`config.mk`:
```
export PLATFORM = sky130hd
export DESIGN_NAME = mem_port_arbiter
export DESIGN_NICKNAME = d
export VERILOG_FILES = /design/src/rtl/mem_port_arbiter_pkg.sv /design/src/rtl/mem_port_arbiter_wait_counter.sv /design/src/rtl/mem_port_arbiter.sv
export SDC_FILE = /design/constraint.sdc
export NUM_CORES = 1
export LEC_CHECK = 0
export ABC_AREA = 0
export BUFFER_PORTS_ARGS = -buffer_cell sky130_fd_sc_hd__buf_2
export CAP_MARGIN = 20
export CORE_ASPECT_RATIO = 0.6
export CORE_MARGIN = 3
export CORE_UTILIZATION = 45
export CTS_BUF_LIST = sky130_fd_sc_hd__clkbuf_2 sky130_fd_sc_hd__clkbuf_4 sky130_fd_sc_hd__clkbuf_8
export DETAILED_ROUTE_END_ITERATION = 7
export PLACE_DENSITY_LB_ADDON = 0.2
export SYNTH_ARGS = -nofsm -noshare
export SYNTH_HDL_FRONTEND = slang
export SYNTH_SLANG_ARGS = --single-unit
```
`constraint.sdc`:
```
create_clock -name clock -period 2.6 [get_ports clock]
set_clock_uncertainty 0.2 [all_clocks]
set_input_delay 0.13 -clock clock [delete_from_list [all_inputs] [get_ports clock]]
set_output_delay 0.13 -clock clock [all_outputs]
set_load 0.05 [all_outputs]
```
`src/rtl/mem_port_arbiter_pkg.sv`:
```
// Shared encodings for the memory port arbiter: FSM states, owner codes,
// wait-counter width and the round-robin grant decision.
package mem_port_arbiter_pkg;

    typedef enum logic [1:0] {
        ST_IDLE   = 2'd0,
        ST_ACCESS = 2'd1,
        ST_DONE   = 2'd2
    } state_t;

    localparam logic OWN_CPU = 1'b0;
    localparam logic OWN_LDR = 1'b1;

    // Wait counter is wide enough for 0..15 extra cycles.
    localparam int CNT_W = 4;

    typedef struct packed {
        logic valid;
        logic who;
    } grant_t;

    // Round-robin pick between two eligible requesters; on a tie the one
    // that did not win last time is granted.
    function automatic grant_t pick_grant(input logic cpu_ok,
                                          input logic ldr_ok,
                                          input logic last_grant);
        grant_t g;
        g.valid = cpu_ok | ldr_ok;
        if (cpu_ok && ldr_ok) begin
            g.who = ~last_grant;
        end else if (ldr_ok) begin
            g.who = OWN_LDR;
        end else begin
            g.who = OWN_CPU;
        end
        return g;
    endfunction

endpackage

```
`src/rtl/mem_port_arbiter_wait_counter.sv`:
```
// Wait-state counter: loaded at grant, counts down once per cycle while
// enabled, and flags zero when the access may complete.
module mem_wait_counter
    import mem_port_arbiter_pkg::*;
(
    input  logic             clock,
    input  logic             reset_n,
    input  logic             load,
    input  logic [CNT_W-1:0] load_value,
    input  logic             dec,
    output logic             zero
);

    logic [CNT_W-1:0] count;

    // Count register: load takes priority over decrement.
    always_ff @(posedge clock or negedge reset_n) begin
        if (!reset_n) begin
            count <= '0;
        end else if (load) begin
            count <= load_value;
        end else if (dec) begin
            count <= count - 1'b1;
        end
    end

    assign zero = (count == '0);

endmodule

```
`src/rtl/mem_port_arbiter.sv`:
```
// Two-port memory arbiter: shares one byte-wide memory between the core and
// the loader, round-robin with a core lock for indivisible fetch bursts, and
// a programmable number of wait states per access. All outputs registered.
module mem_port_arbiter
    import mem_port_arbiter_pkg::*;
#(
    parameter int ADDR_W      = 8,
    parameter int WAIT_CYCLES = 0
) (
    input  logic              clock,
    input  logic              reset_n,
    input  logic              cpu_req,
    input  logic              cpu_we,
    input  logic              cpu_lock,
    input  logic [ADDR_W-1:0] cpu_addr,
    input  logic [7:0]        cpu_wdata,
    output logic              cpu_done,
    output logic [7:0]        cpu_rdata,
    input  logic              ldr_req,
    input  logic              ldr_we,
    input  logic [ADDR_W-1:0] ldr_addr,
    input  logic [7:0]        ldr_wdata,
    output logic              ldr_done,
    output logic [7:0]        ldr_rdata,
    output logic              mem_en,
    output logic              mem_we,
    output logic [ADDR_W-1:0] mem_addr,
    output logic [7:0]        mem_wdata,
    input  logic [7:0]        mem_rdata,
    output logic              owner
);

    state_t            state_q;
    state_t            state_d;
    logic              lock_q;
    logic              last_q;
    grant_t            grant;
    logic              do_grant;
    logic              do_finish;
    logic              cnt_zero;
    logic              cnt_dec;
    logic              sel_we;
    logic [ADDR_W-1:0] sel_addr;
    logic [7:0]        sel_wdata;

    mem_wait_counter u_wait (
        .clock      (clock),
        .reset_n    (reset_n),
        .load       (do_grant),
        .load_value (CNT_W'(WAIT_CYCLES)),
        .dec        (cnt_dec),
        .zero       (cnt_zero)
    );

    assign cnt_dec = (state_q == ST_ACCESS) && !cnt_zero;

    // State register.
    always_ff @(posedge clock or negedge reset_n) begin
        // NOTE: sequential state uses non-blocking assignments so every
        // register samples pre-edge values regardless of block ordering.
        if (!reset_n) begin
            state_q <= ST_IDLE;
        end else begin
            state_q <= state_d;
        end
    end

    // Next-state logic, arbitration and the grantee's command fields.
    always_comb begin
        // NOTE: every signal gets a default first so no path leaves one
        // unassigned, which would otherwise infer a latch.
        state_d   = state_q;
        do_grant  = 1'b0;
        do_finish = 1'b0;
        grant     = pick_grant(cpu_req, ldr_req && !lock_q, last_q);
        sel_we    = (grant.who == OWN_CPU) ? cpu_we    : ldr_we;
        sel_addr  = (grant.who == OWN_CPU) ? cpu_addr  : ldr_addr;
        sel_wdata = (grant.who == OWN_CPU) ? cpu_wdata : ldr_wdata;
        unique case (state_q)
            ST_IDLE: begin
                if (grant.valid) begin
                    do_grant = 1'b1;
                    state_d  = ST_ACCESS;
                end
            end
            ST_ACCESS: begin
                if (cnt_zero) begin
                    do_finish = 1'b1;
                    state_d   = ST_DONE;
                end
            end
            ST_DONE: begin
                // Requests seen here are ignored; this avoids a duplicate
                // access when a requester keeps req high after done.
                state_d = ST_IDLE;
            end
            default: begin
                state_d = ST_IDLE;
            end
        endcase
    end

    // Registered memory interface, ownership, lock and completion outputs.
    always_ff @(posedge clock or negedge reset_n) begin
        if (!reset_n) begin
            mem_en    <= 1'b0;
            mem_we    <= 1'b0;
            mem_addr  <= '0;
            mem_wdata <= '0;
            owner     <= OWN_CPU;
            last_q    <= OWN_LDR;
            lock_q    <= 1'b0;
            cpu_done  <= 1'b0;
            ldr_done  <= 1'b0;
            cpu_rdata <= '0;
            ldr_rdata <= '0;
        end else begin
            cpu_done <= 1'b0;
            ldr_done <= 1'b0;
            if (do_grant) begin
                mem_en    <= 1'b1;
                mem_we    <= sel_we;
                mem_addr  <= sel_addr;
                mem_wdata <= sel_wdata;
                owner     <= grant.who;
                last_q    <= grant.who;
                lock_q    <= (grant.who == OWN_CPU) ? cpu_lock : 1'b0;
            end else if (state_q == ST_IDLE && lock_q && !cpu_req) begin
                // Core walked away mid-burst: release the lock.
                lock_q <= 1'b0;
            end
            if (do_finish) begin
                mem_en <= 1'b0;
                mem_we <= 1'b0;
                if (owner == OWN_CPU) begin
                    cpu_done <= 1'b1;
                    if (!mem_we) begin
                        cpu_rdata <= mem_rdata;
                    end
                end else begin
                    ldr_done <= 1'b1;
                    if (!mem_we) begin
                        ldr_rdata <= mem_rdata;
                    end
                end
            end
        end
    end

endmodule

```
==> summary.txt <==
Status = finished, final reports clean
Clk buf depth = 2
CP peak stage delay = 0.53 ns
Crit path time final = 2.42 ns
Setup-failing EPs final = 0
Final period util = 0.929
Hold Crit Endpoint = mem_we$_DFFE_PN0P_
Final RePlAce weighted congestion = 0.752
Nets = 336
P&R area growth vs syn = 52.9%
CP endpoint kind = register
Site row count = 17
First-pass detailed-route iteration total = 4
HP Class = in -> reg
Crit path buffers/inverters = 1
Die W = 90.1 um
Least-Margin Pin Slew = 1.00 ns
Synth Register Bits = 45
Ports = 84
Primary FF master, synth = dfrtp_1
ANT cells = 0
CP top delay family = simple AND/OR/NAND/NOR gates
Max-slew headroom = 0.332
Combinational Power Share = 0.547
H-tree levels = 2
Arrival time worst endpoint = 2.40 ns
Syn Std Cell Area = 0.00191 mm^2
DIE AREA = 0.00509 mm^2
Switching Fraction = 0.497
GR Overflow Total = 0
Vias in the first global route = 1,745
Max-slew violations = 0
CP max FO = 8
Min-Delay Path Depth = 3
FF-to-FF path depth = 6
Clock transition at path regs = 0.08 ns
Reg2reg end = cpu_rdata[4]$_DFFE_PN0P_
Vias = 1,673
Internal = 1.93 mW
CP required = 2.58 ns
Sink Count = 45
Power per cell area = 1310 mW/mm^2
Ranking of synthesized cells by area = dfrtp_1 (58%), mux2i_1 (10%), mux2_2 (9.4%), o21ai_0 (5.8%), nand2_1 (4.9%)
Min-delay src = ldr_we
TritonCTS buffer count = 5
Post-synth EDFFs = 0
Largest net degree at the start of global routing = 46
Via/cell ratio = 4.85
Reg-to-reg slack, setup = 0.18 ns
Fmax = 414 MHz
DR DRC count = 0
Sw power = 1.91 mW
CP startpoint kind = register
First-pass GRT wire length = 8480 um
Clock latency on the worst-skew pair = 0.29 ns
WL/cell = 15.4 um
Worst path cell trace = inv_1 > ha_1 > nor3b_2 > nor2b_1 > nand2_2 > mux2_2
Global Route Usage Sum = 0.215
Setup TNS = 0 ns
# port buffers = 83
Share of cells above drive strength 1 = 0.396
Max cap viols = 0
RSZ-0062 raised after global routing = false
Initial antenna violation count = 0
Die extent in y = 56.5 um
Top cells by count, synth = dfrtp_1 (44), nand2_1 (25), o21ai_0 (22), mux2i_1 (19), mux2_2 (16)
Synth warn = 0
Clock Power Share = 0.143
R2r startpoint = u_wait.count[0]$_DFFE_PN0P_
Mux cell area share after synthesis = 0.194
Yosys cell types = 25
Post-synthesis average cell area = 11.9 um^2
Critical-path top delay cell = nor2b_1
Endpoints failing hold = 0
Final HPWL DP = 3060 um
Root buffer cell = clkbuf_8
Largest family of logic cells by synthesized area = multiplexers
Top-area cell type share of the netlist area = 0.576
CTS tree = built
Leakage power = 1.50 nW
Fin Hold WS = 0.0160 ns
Synth Net Count = 209
Core footprint = 0.00387 mm^2
Area leader, netlist = dfrtp_1
Post-synthesis compound-gate area fraction = 0.0681
Sequential power share = 0.311
Starting DRT DRC Count = 66
Worst VDD drop = 933 uV
Initial core utilization = 0.494
Xor-xnor portion of the synthesized cell area = 0.00458
WS Path Type = reg -> reg
Count leader, synth = dfrtp_1
DRT antenna net count = 0
WL final = 5320 um
Register area share after synthesis = 0.590
Syn Inst Count = 160
Post-Synth Simple-Gate Area = 0.108
Synth Area in Adders = 0.0131
FFs w/ async S/R, synth = 1.00
-- registers in the layout, indices dropped and copies added, names as in the netlist, 2 cells and up --
signal        flops
cpu_rdata         8
ldr_rdata         8
mem_addr          8
mem_wdata         8
u_wait.count      4
state_q           2
-- kinds of logic (layout without fill, tap and decap cells) --
logic type | count (synthesis) | in the layout
multiplexers | 35 | 35
adder cells (fa/ha/maj) | 2 | 2
buffers and inverters | 9 | 137
AO/OA/AOI/OAI | 25 | 25
AND/OR/NAND/NOR | 43 | 43
flip-flops | 45 | 45
XOR/XNOR | 1 | 1
-- layout by cell type (no fill, tap or decap), types with 2 or more instances in the layout --
cell           instances
ha_1                   2
nor2b_1                3
dlygate4sd3_1         42
nor2_1                 7
mux2_2                16
clkbuf_8               6
buf_2                 83
inv_1                  2
nand2_1               25
mux2i_1               19
buf_4                  2
dfrtp_1               44
o21ai_0               21
-- tightest hold or removal path, cell delays in order --
cell	delay [ns]
buf_2	0.10
mux2i_1	0.14
a211oi_1	0.10
-- power by group through the flow --
stage	sequential (mW)	clock [mW]	combinational (mW)
final	1.19	0.548	2.10
after global routing	1.23	0.581	2.21
after CTS	1.19	0.556	2.09
after detailed placement	1.19	0	2.00
after global placement	1.19	0	1.97
after floorplan	2.18	0	0.540
-- metrics by stage --
step	utilization	setup WS (ns)	total power, mW	cell area, um^2	instances
global route	0.755	0.0970	4.02	2920	345
finish	0.755	0.184	3.84	2920	345
global placement	0.615	0.373	3.16	2380	295
detailed placement	0.615	0.248	3.19	2380	295
CTS	0.755	0.241	3.83	2920	345
floorplan	-	0.762	2.72	1910	160
-- area by class of cell --
type / instances / area, um^2
clock buffers: 7 / 90.1
clock inverters: 1 / 30.0
fillers: 265 / 950
inverters: 2 / 7.51
multi-input cells: 106 / 744
flip-flops and latches: 45 / 1130
well taps: 57 / 71.3
repair buffers: 127 / 851
-- layer usage --
metal | global-route usage | share of wire
met3 | 0.0549 | 0.052
met4 | 0.0850 | 0.024
met1 | 0.251 | 0.42
met5 | 0 | 0
met2 | 0.383 | 0.50
-- repair_timing --
item / CTS / global route
hold buffers: 42 / 0
setup buffers: 0 / 0
gates resized for setup: 0 / 0
hold endpoints to repair: 77 / 0
-- how the worst max path moves through the flow --
stage	startpoint	endpoint	slack (ns)	cells after the start
floorplan	u_wait.count[0]$_DFFE_PN0P_	ldr_rdata[0]$_DFFE_PN0P_	0.76	7
global placement	u_wait.count[0]$_DFFE_PN0P_	cpu_rdata[0]$_DFFE_PN0P_	0.37	6
detailed placement	u_wait.count[0]$_DFFE_PN0P_	cpu_rdata[4]$_DFFE_PN0P_	0.25	6
CTS	u_wait.count[0]$_DFFE_PN0P_	cpu_rdata[4]$_DFFE_PN0P_	0.24	6
global route	u_wait.count[0]$_DFFE_PN0P_	cpu_rdata[7]$_DFFE_PN0P_	0.1	6
finish	u_wait.count[0]$_DFFE_PN0P_	cpu_rdata[4]$_DFFE_PN0P_	0.18	6
(Power assumes the default switching activity.)
